===== src/rtl/uart_transmitter.sv =====
// uart_transmitter: byte FIFO plus 8-bit serial framer, LSB first, optional parity, 1 or 2 stop bits
// Ports:
//   clk        system clock, rising edge
//   reset      asynchronous active-high; clears FIFO and FSM, forces the line high
//   enable     high allows new frames to start
//   in/valid   byte to queue; accepted when valid & ready at a rising edge
//   ready      FIFO has a free entry
//   out        registered serial line, idle high
//   busy       a frame is in progress
//   fifo_count bytes queued, excluding the frame in flight
module uart_transmitter #(
  parameter int CLOCK_RATE = 20000000,
  parameter int BAUD_RATE  = 9600,
  parameter int FIFO_DEPTH = 4,
  parameter int PARITY     = 0,
  parameter int STOP_BITS  = 1
) (
  input  logic                               clk,
  input  logic                               reset,
  input  logic                               enable,
  input  logic [7:0]                         in,
  input  logic                               valid,
  output logic                               ready,
  output logic                               out,
  output logic                               busy,
  output logic [$clog2(FIFO_DEPTH+1)-1:0]    fifo_count
);
  localparam int DIV = CLOCK_RATE / BAUD_RATE;
  localparam int CW  = $clog2(DIV);
  localparam int AW  = $clog2(FIFO_DEPTH);
  localparam int NW  = $clog2(FIFO_DEPTH+1);
  localparam logic [2:0] S_IDLE   = 3'd0;
  localparam logic [2:0] S_START  = 3'd1;
  localparam logic [2:0] S_DATA   = 3'd2;
  localparam logic [2:0] S_PARITY = 3'd3;
  localparam logic [2:0] S_STOP   = 3'd4;
  if (DIV < 2 || FIFO_DEPTH < 2 || (FIFO_DEPTH & (FIFO_DEPTH - 1)) != 0 ||
      PARITY < 0 || PARITY > 2 || STOP_BITS < 1 || STOP_BITS > 2) begin : g_bad_params
    $error("uart_transmitter: unsupported parameter combination");
  end
  logic [7:0]    r_mem [FIFO_DEPTH];
  logic [AW-1:0] r_wr;
  logic [AW-1:0] r_rd;
  logic [NW-1:0] r_count;
  logic [2:0]    r_state;
  logic [CW-1:0] r_baud;
  logic [2:0]    r_bit;
  logic [7:0]    r_shift;
  logic          r_par;
  logic          r_out;
  logic [7:0]    w_head;
  logic          w_push;
  logic          w_pop;
  logic          w_tick;
  logic          w_last_stop;
  logic          w_par;
  always_comb begin
    w_head      = r_mem[r_rd];
    w_push      = valid && ready;
    w_tick      = r_baud == CW'(DIV - 1);
    w_last_stop = r_state == S_STOP && w_tick && r_bit == 3'(STOP_BITS - 1);
    // a pop only ever happens from IDLE or on the final stop-bit tick, giving gapless back-to-back frames
    w_pop       = enable && r_count != '0 && (r_state == S_IDLE || w_last_stop);
    w_par       = PARITY == 2 ? ~^w_head : ^w_head;
  end
  assign ready      = r_count != NW'(FIFO_DEPTH);
  assign busy       = r_state != S_IDLE;
  assign out        = r_out;
  assign fifo_count = r_count;
  always_ff @(posedge clk) begin
    if (w_push) r_mem[r_wr] <= in;
  end
  always_ff @(posedge clk or posedge reset) begin
    if (reset) begin
      r_wr    <= '0;
      r_rd    <= '0;
      r_count <= '0;
    end else begin
      if (w_push) r_wr <= r_wr + AW'(1);
      if (w_pop) r_rd <= r_rd + AW'(1);
      r_count <= r_count + NW'(w_push) - NW'(w_pop);
    end
  end
  // the baud counter restarts at every bit boundary and rests at zero while idle
  always_ff @(posedge clk or posedge reset) begin
    if (reset) r_baud <= '0;
    else r_baud <= (r_state == S_IDLE || w_tick) ? '0 : r_baud + CW'(1);
  end
  always_ff @(posedge clk or posedge reset) begin
    if (reset) begin
      r_state <= S_IDLE;
      r_bit   <= '0;
      r_shift <= '0;
      r_par   <= 1'b0;
      r_out   <= 1'b1;
    end else if (w_pop) begin
      r_state <= S_START;
      r_bit   <= '0;
      r_shift <= w_head;
      r_par   <= w_par;
      r_out   <= 1'b0;
    end else begin
      case (r_state)
        S_START: if (w_tick) begin
          r_state <= S_DATA;
          r_bit   <= '0;
          r_out   <= r_shift[0];
        end
        S_DATA: if (w_tick) begin
          if (r_bit == 3'd7) begin
            r_state <= PARITY != 0 ? S_PARITY : S_STOP;
            r_bit   <= '0;
            r_out   <= PARITY != 0 ? r_par : 1'b1;
          end else begin
            r_bit   <= r_bit + 3'd1;
            r_shift <= r_shift >> 1;
            r_out   <= r_shift[1];
          end
        end
        S_PARITY: if (w_tick) begin
          r_state <= S_STOP;
          r_bit   <= '0;
          r_out   <= 1'b1;
        end
        S_STOP: if (w_tick) begin
          r_state <= w_last_stop ? S_IDLE : S_STOP;
          r_bit   <= w_last_stop ? 3'd0 : r_bit + 3'd1;
        end
        default: r_state <= S_IDLE;
      endcase
    end
  end
endmodule


===== config.mk =====
export PLATFORM = sky130hd
export DESIGN_NAME = uart_transmitter
export DESIGN_NICKNAME = d
export VERILOG_FILES = /design/src/rtl/uart_transmitter.sv
export SDC_FILE = /design/constraint.sdc
export NUM_CORES = 1
export LEC_CHECK = 0
export BUFFER_PORTS_ARGS = -buffer_cell sky130_fd_sc_hd__buf_2
export CAP_MARGIN = 0
export CORE_MARGIN = 2
export CORE_UTILIZATION = 40
export DETAILED_ROUTE_END_ITERATION = 12
export HOLD_SLACK_MARGIN = 0.05
export PLACE_DENSITY = 0.62
export SETUP_SLACK_MARGIN = 0.2
export SLEW_MARGIN = 15
export SYNTH_ARGS = -nofsm -noshare
export SYNTH_HDL_FRONTEND = slang
export SYNTH_SLANG_ARGS = --single-unit

===== constraint.sdc =====
create_clock -name clk -period 3.9 [get_ports clk]
set_input_delay 0.78 -clock clk [delete_from_list [all_inputs] [get_ports clk]]
set_output_delay 0.78 -clock clk [all_outputs]
set_load 0.1 [all_outputs]

==> metrics.md, run 1 <==
| Metric | Value |
|---|---|
| Fin. Hold Viols | `0` |
| Net Count, Synth | `247` |
| H-tree levels | `3` |
| Most instantiated cells after synthesis | `33 x dfrtp_1, 32 x edfxtp_1, 17 x nor2_1` |
| Top Ports | `18` |
| Data required time of the worst path | `4.13 ns` |
| Syn Std Cell Area | `0.00317 mm2` |
| #FFs+latches synth | `66` |
| Via count of the first global-routing pass | `1868` |
| CTS buffer count | `9` |
| Area of the multi-input gates | `0.00122 mm2` |
| Final Setup Violations | `0` |
| RSZ-0062 raised after global routing | `false` |
| Inserted Diodes | `0` |
| Root buffer cell | `clkbuf_8` |
| CP max FO | `10` |
| Post-route minimum period | `2.89 ns` |
| CTS tree | `built` |
| Initial antenna violation count | `0` |
| Worst Hold Slack | `0.518 ns` |
| Fillers | `711` |
| Worst-margin pin slew | `0.528 ns` |
| Asr flop ratio synth | `51.5%` |
| Post-CTS Setup Inserts | `0` |
| Clock Path Buffers | `2` |
| DR DRC count | `0` |
| Initial DRC count | `99` |
| Synth Flop Type | `dfrtp_1` |
| Startpoint Class | `flip-flop` |
| Synth Instances | `223` |
| CP max stage cell | `or2_1` |
| Area of the die | `0.00864 mm2` |
| Critical path arrival | `3.12 ns` |
| Post-Place Cells | `337` |
| Finished Layout Cells | `353` |
| Total Wirelength | `5.22 mm` |
| Count of unique library cells instantiated by Yosys | `43` |
| Post-synthesis sequential area ratio | `57.3%` |
| Row cnt | `32` |
| Worst-path cell chain | `inv_1, ha_1, nor3b_2, a41oi_2, or2_1, inv_1, ha_1, inv_1, ha_1, fa_1, xnor2_1` |
| Core area | `0.00769 mm2` |
| ANT nets after route | `0` |
| DP Wirelength | `3.55 mm` |
| Chip Height | `93.0 um` |
| EDFF count, synth | `32` |
| Pre-antenna DRT Iters | `4` |
| GRT overflow | `0` |
| Setup TNS | `0 ns` |
| Clock skew | `0.0128 ns` |
| Area share of the largest cell type after synthesis | `30.4%` |
| Critical path capture point type | `flip-flop` |
| VDD IR-drop max | `0.302 mV` |
| DR vias | `1814` |
| Cts hold-fix bufs | `0` |
| Clock Latency Late Sink | `0.34 ns` |
| Syn. warnings | `0` |
| Synth top area cells | `edfxtp_1 30%, dfrtp_1 26%, mux4_1 5.0%` |
| Most common cell in the netlist | `dfrtp_1` |
| Final net count | `270` |
| F_max | `346 MHz` |
| Clock sinks | `66` |
| Cell Pwr Density | `502 mW/mm2` |
| Register Area | `0.00181 mm2` |
| CP max stage delay | `0.47 ns` |
| Initial Utilization | `41.2%` |
| Routability Congestion | `0.768` |
| Hold Path Class | `flip-flop to flip-flop` |
| First-pass GRT wire length | `9.11 mm` |
| Avg WL per Cell | `14.8 um` |
| Leak Pwr | `1.47 nW` |
| Vias/cell | `5.14` |
| Rel. slew slack | `64.8%` |
| Status | `finished, final reports clean` |
| Tcrit/Tclk final | `74.2%` |
| Largest net degree at the start of global routing | `35` |
| Layout cells sized above 1 | `24.3%` |
| GR Util All Layers | `13.6%` |
| Post-CTS sizing | `0` |
| PortBufs | `17` |
| Cell taking the most area after synthesis | `edfxtp_1` |
| Setup CP Type | `flip-flop to flip-flop` |
| Syn avg cell area | `14.2 um2` |
| Die outline width | `93.0 um` |
| Slew Viols, Final | `0` |
| Layout area overhead | `10.4%` |
| Worst-path clk slew | `0.08 ns` |
| Maxcap violations | `0` |
-- final timing paths --
check / slack, ns / end / start / cells past startpoint
min in group asynchronous: 0.53 / r_shift[4] / reset / 3
max reg2reg: 1.01 / fifo_count[2] / r_baud[0] / 11
min reg2reg: 0.52 / r_shift[7] / r_shift[7] / 1
min: 0.52 / r_shift[7] / r_shift[7] / 1
max: 1.01 / fifo_count[2] / r_baud[0] / 11
max in group asynchronous: 3.04 / out / reset / 3
-- worst max-delay path: cells and delay by family, from the launching register on --
kind | cells | cell delay, ns
buffers and inverters | 3 | 0.27
AOI/OAI and AO/OA | 1 | 0.25
DFF | 1 | 0.41
xor gates and xnor gates | 1 | 0.13
adders and majority gates | 4 | 1.05
and+or+nand+nor | 2 | 0.67
-- power breakdown --
| part | internal (W) | switching, W |
|---|---|---|
| combinational | 0.0000950 | 0.000263 |
| clock | 0.000235 | 0.000286 |
| sequential | 0.000834 | 0.0000428 |
| total | 0.00116 | 0.000592 |
-- cells by family after synthesis --
kind of cell | after synthesis | synth area share [%]
AOI/OAI and AO/OA | 16 | 3.83
xor gates and xnor gates | 14 | 3.87
adders and majority gates | 12 | 4.98
buffers and inverters | 22 | 4.03
DFF | 66 | 57.3
muxes | 24 | 12.9
and+or+nand+nor | 69 | 13.1
-- state kept, by name, summed over array words and instances, names as in the netlist --
name and cells:
fifo_count 3, r_baud 12, r_bit 3, r_rd 2, r_shift 8, out 1
r_state 3, r_mem 32, r_wr 2
-- metrics by stage --
step / power, W / worst slack, ns / util, % / area [um2]
2_1_floorplan: 0.00117 / 0.595 / - / 3170
3_3_place_gp: 0.00125 / 0.978 / 43.2 / 3320
3_5_place_dp: 0.00126 / 0.918 / 43.2 / 3320
4_1_cts: 0.00178 / 0.974 / 45.5 / 3490
5_1_grt: 0.00185 / 0.823 / 45.5 / 3490
6_report: 0.00176 / 1.01 / 45.5 / 3490
-- layout make-up --
type / count / area share [%]
inverters: 16 / 1.72
clock inverters: 7 / 1.50
clock buffers: 9 / 3.54
multi-input cells: 135 / 35.1
flip-flops and latches: 66 / 51.9
well taps: 102 / 3.65
repair buffers: 18 / 2.65
-- placed cells by master (no fill, tap or decap), types with 6 or more instances in the layout --
cell type	count
buf_2	17
mux2_4	7
nor2_1	17
nand4_1	6
nand3_1	6
edfxtp_1	32
and3_1	6
dfrtp_1	33
mux2_2	8
inv_1	16
clkbuf_8	9
xnor2_1	10
ha_1	11
nand2_1	11
mux4_1	6
-- routing by layer --
layer	wire length (um)	share of wire (%)	global-route usage (%)	up-vias
li1	-	-	-	870
met1	2460	47	18.3	898
met2	2500	48	21.1	40
met3	189	3.6	3.58	6
met4	72	1.4	5.64	0
met5	0	0	0	-
(Power assumes the default switching activity.)
==> run 2: changes to the inputs <==
ABC_AREA = 1   (was unset)
PLACE_DENSITY = 0.64   (was 0.62)
clock period = 2.6 ns   (was 3.9 ns; I/O delays follow)
==> metrics.md, run 2 <==
| Metric | Value |
|---|---|
| Largest net degree at the start of global routing | `35` |
| Post-CTS sizing | `0` |
| F_max | `456 MHz` |
| GR Util All Layers | `14.1%` |
| Worst-margin pin slew | `0.524 ns` |
| Worst-path clk slew | `0.08 ns` |
| Syn. warnings | `0` |
| Tcrit/Tclk final | `84.4%` |
| Most common cell in the netlist | `nor2_1` |
| ANT nets after route | `0` |
| Total Wirelength | `5.41 mm` |
| Chip Height | `92.6 um` |
| Register Area | `0.00182 mm2` |
| Row cnt | `32` |
| Worst-path cell chain | `inv_1, ha_1, nand2_1, nor2_4, nand3_2, nand2_2, nand2_4, inv_1, ha_1, inv_1, ha_1, fa_1, xor2_1` |
| Via count of the first global-routing pass | `2049` |
| Cts hold-fix bufs | `0` |
| Synth top area cells | `edfxtp_1 31%, dfrtp_1 26%, nor2_1 6.6%` |
| DR DRC count | `0` |
| Die outline width | `92.6 um` |
| EDFF count, synth | `32` |
| Post-route minimum period | `2.19 ns` |
| Layout area overhead | `13.9%` |
| Slew Viols, Final | `0` |
| Area share of the largest cell type after synthesis | `30.6%` |
| Maxcap violations | `0` |
| Most instantiated cells after synthesis | `55 x nor2_1, 54 x nand2_1, 33 x dfrtp_1` |
| PortBufs | `17` |
| Data required time of the worst path | `2.83 ns` |
| Final Setup Violations | `0` |
| #FFs+latches synth | `66` |
| Leak Pwr | `1.56 nW` |
| GRT overflow | `0` |
| Post-CTS Setup Inserts | `0` |
| Initial Utilization | `41.0%` |
| CTS tree | `built` |
| Critical path capture point type | `flip-flop` |
| Setup CP Type | `flip-flop to flip-flop` |
| Count of unique library cells instantiated by Yosys | `32` |
| Clock Path Buffers | `2` |
| Cell taking the most area after synthesis | `edfxtp_1` |
| Cell area after layout | `0.00357 mm2` |
| Top Ports | `18` |
| Avg WL per Cell | `12.0 um` |
| Synth Flop Type | `dfrtp_1` |
| Initial antenna violation count | `0` |
| Status | `finished, final reports clean` |
| H-tree levels | `3` |
| Largest register FFs | `32` |
| Most frequent cells in the layout | `55 x nor2_1, 51 x nand2_1, 32 x edfxtp_1` |
| Startpoint Class | `flip-flop` |
| RSZ-0062 raised after global routing | `false` |
| Syn Std Cell Area | `0.00314 mm2` |
| DR WL met3 | `161 um` |
| Area of the multi-input gates | `0.00117 mm2` |
| Area of the die | `0.00857 mm2` |
| First-pass GRT wire length | `9.43 mm` |
| Net Count, Synth | `341` |
| Routability Congestion | `0.803` |
| CTS buffer count | `9` |
| CP max stage delay | `0.39 ns` |
| Clock Latency Late Sink | `0.34 ns` |
| Clock sinks | `66` |
| Layout cells sized above 1 | `20.6%` |
| Pre-antenna DRT Iters | `4` |
| Post-Place Cells | `435` |
| Most flop-heavy register | `r_mem` |
| Syn avg cell area | `9.90 um2` |
| Clock skew | `0.0167 ns` |
| Setup TNS | `0 ns` |
| Final net count | `368` |
| Fillers | `726` |
| DR vias | `2127` |
| Metal2 WL | `2.52 mm` |
| Inserted Diodes | `0` |
| Rel. slew slack | `65.0%` |
| DP Wirelength | `3.75 mm` |
| Cell Pwr Density | `1130 mW/mm2` |
| Fin. Hold Viols | `0` |
| Critical path arrival | `2.42 ns` |
| VDD IR-drop max | `0.452 mV` |
| R2R setup slack | `0.41 ns` |
| Core area | `0.00765 mm2` |
| Vias/cell | `4.72` |
| Largest regs | `r_mem: 32 flops, r_baud: 12 flops, r_shift: 8 flops` |
| CP max FO | `4` |
| Hold Path Class | `primary input to async pin` |
| Top sig layer | `met4` |
| Wl on met1 | `2.65 mm` |
| Worst Hold Slack | `0.266 ns` |
| Area after DPL | `0.00337 mm2` |
| Most common cell after layout, fill and taps aside | `nor2_1` |
| Synth Instances | `317` |
| Post-synthesis sequential area ratio | `57.8%` |
| CP max stage cell | `dfrtp_1` |
| Finished Layout Cells | `451` |
| Asr flop ratio synth | `51.5%` |
| Root buffer cell | `clkbuf_8` |
| Initial DRC count | `84` |
run 2: cell count changes after synthesis, sizes merged, moves of 7 or more:
cell / previous run / this run
mux2: 15 / 0
a21oi: 2 / 10
a31oi: 0 / 7
xnor2: 10 / 3
mux4: 8 / 0
and3: 7 / 0
inv: 16 / 32
o21ai: 4 / 23
nand2: 11 / 59
nor2: 17 / 65
run 2: per-stage QoR:
stage	power, W	setup slack [ns]	util (%)
after detailed placement	0.00321	0.393	44.1
final	0.00403	0.406	46.7
after floorplan	0.00288	0.263	-
after global routing	0.00435	0.230	46.7
after CTS	0.00408	0.380	46.7
after global placement	0.00316	0.443	44.1
run 2: path summary, 6_finish.rpt:
kind	from	depth (start not counted)	end
max	r_baud[0]	13	fifo_count[2]
min	reset	3	fifo_count[0]
max reg2reg	r_baud[0]	13	fifo_count[2]
min reg2reg	r_baud[0]	1	r_baud[0]
max in group asynchronous	reset	3	fifo_count[1]
min in group clk	in[5]	1	r_mem[1][5]
run 2: critical path, delay by kind of cell, from the launching register on:
kind	cells	cell delay (ns)
flip-flops	1	0.39
AND/OR/NAND/NOR	5	0.35
adder cells (fa/ha/maj)	4	1.01
buffers and inverters	3	0.17
XOR/XNOR	1	0.17
run 2: cell families after synthesis:
group | count (synthesis) | share of synthesized area, %
buf+inv | 40 | 5.43
fa+ha+maj | 12 | 5.03
compound gates | 45 | 7.98
simple gates | 148 | 22.1
flops | 66 | 57.8
xor+xnor | 6 | 1.68
run 2: report_power, final:
part	switching [W]	total (W)	internal [W]
clock	0.000416	0.000866	0.000449
sequential	0.000214	0.00163	0.00142
combinational	0.00106	0.00153	0.000474
run 2: routing by layer:
metal | GRT usage [%] | up-vias
met5 | 0 | -
met4 | 5.72 | 0
li1 | - | 1098
met2 | 22.1 | 25
met1 | 19.0 | 995
met3 | 3.42 | 9
run 2: area by class of cell:
cell class,instances,area share [%]
Sequential cell,66,51.0
Multi-Input combinational cell,211,32.6
Timing Repair Buffer,24,3.85
Tap cell,102,3.57
Clock buffer,9,3.47
Inverter,32,3.36
Clock inverter,7,2.10
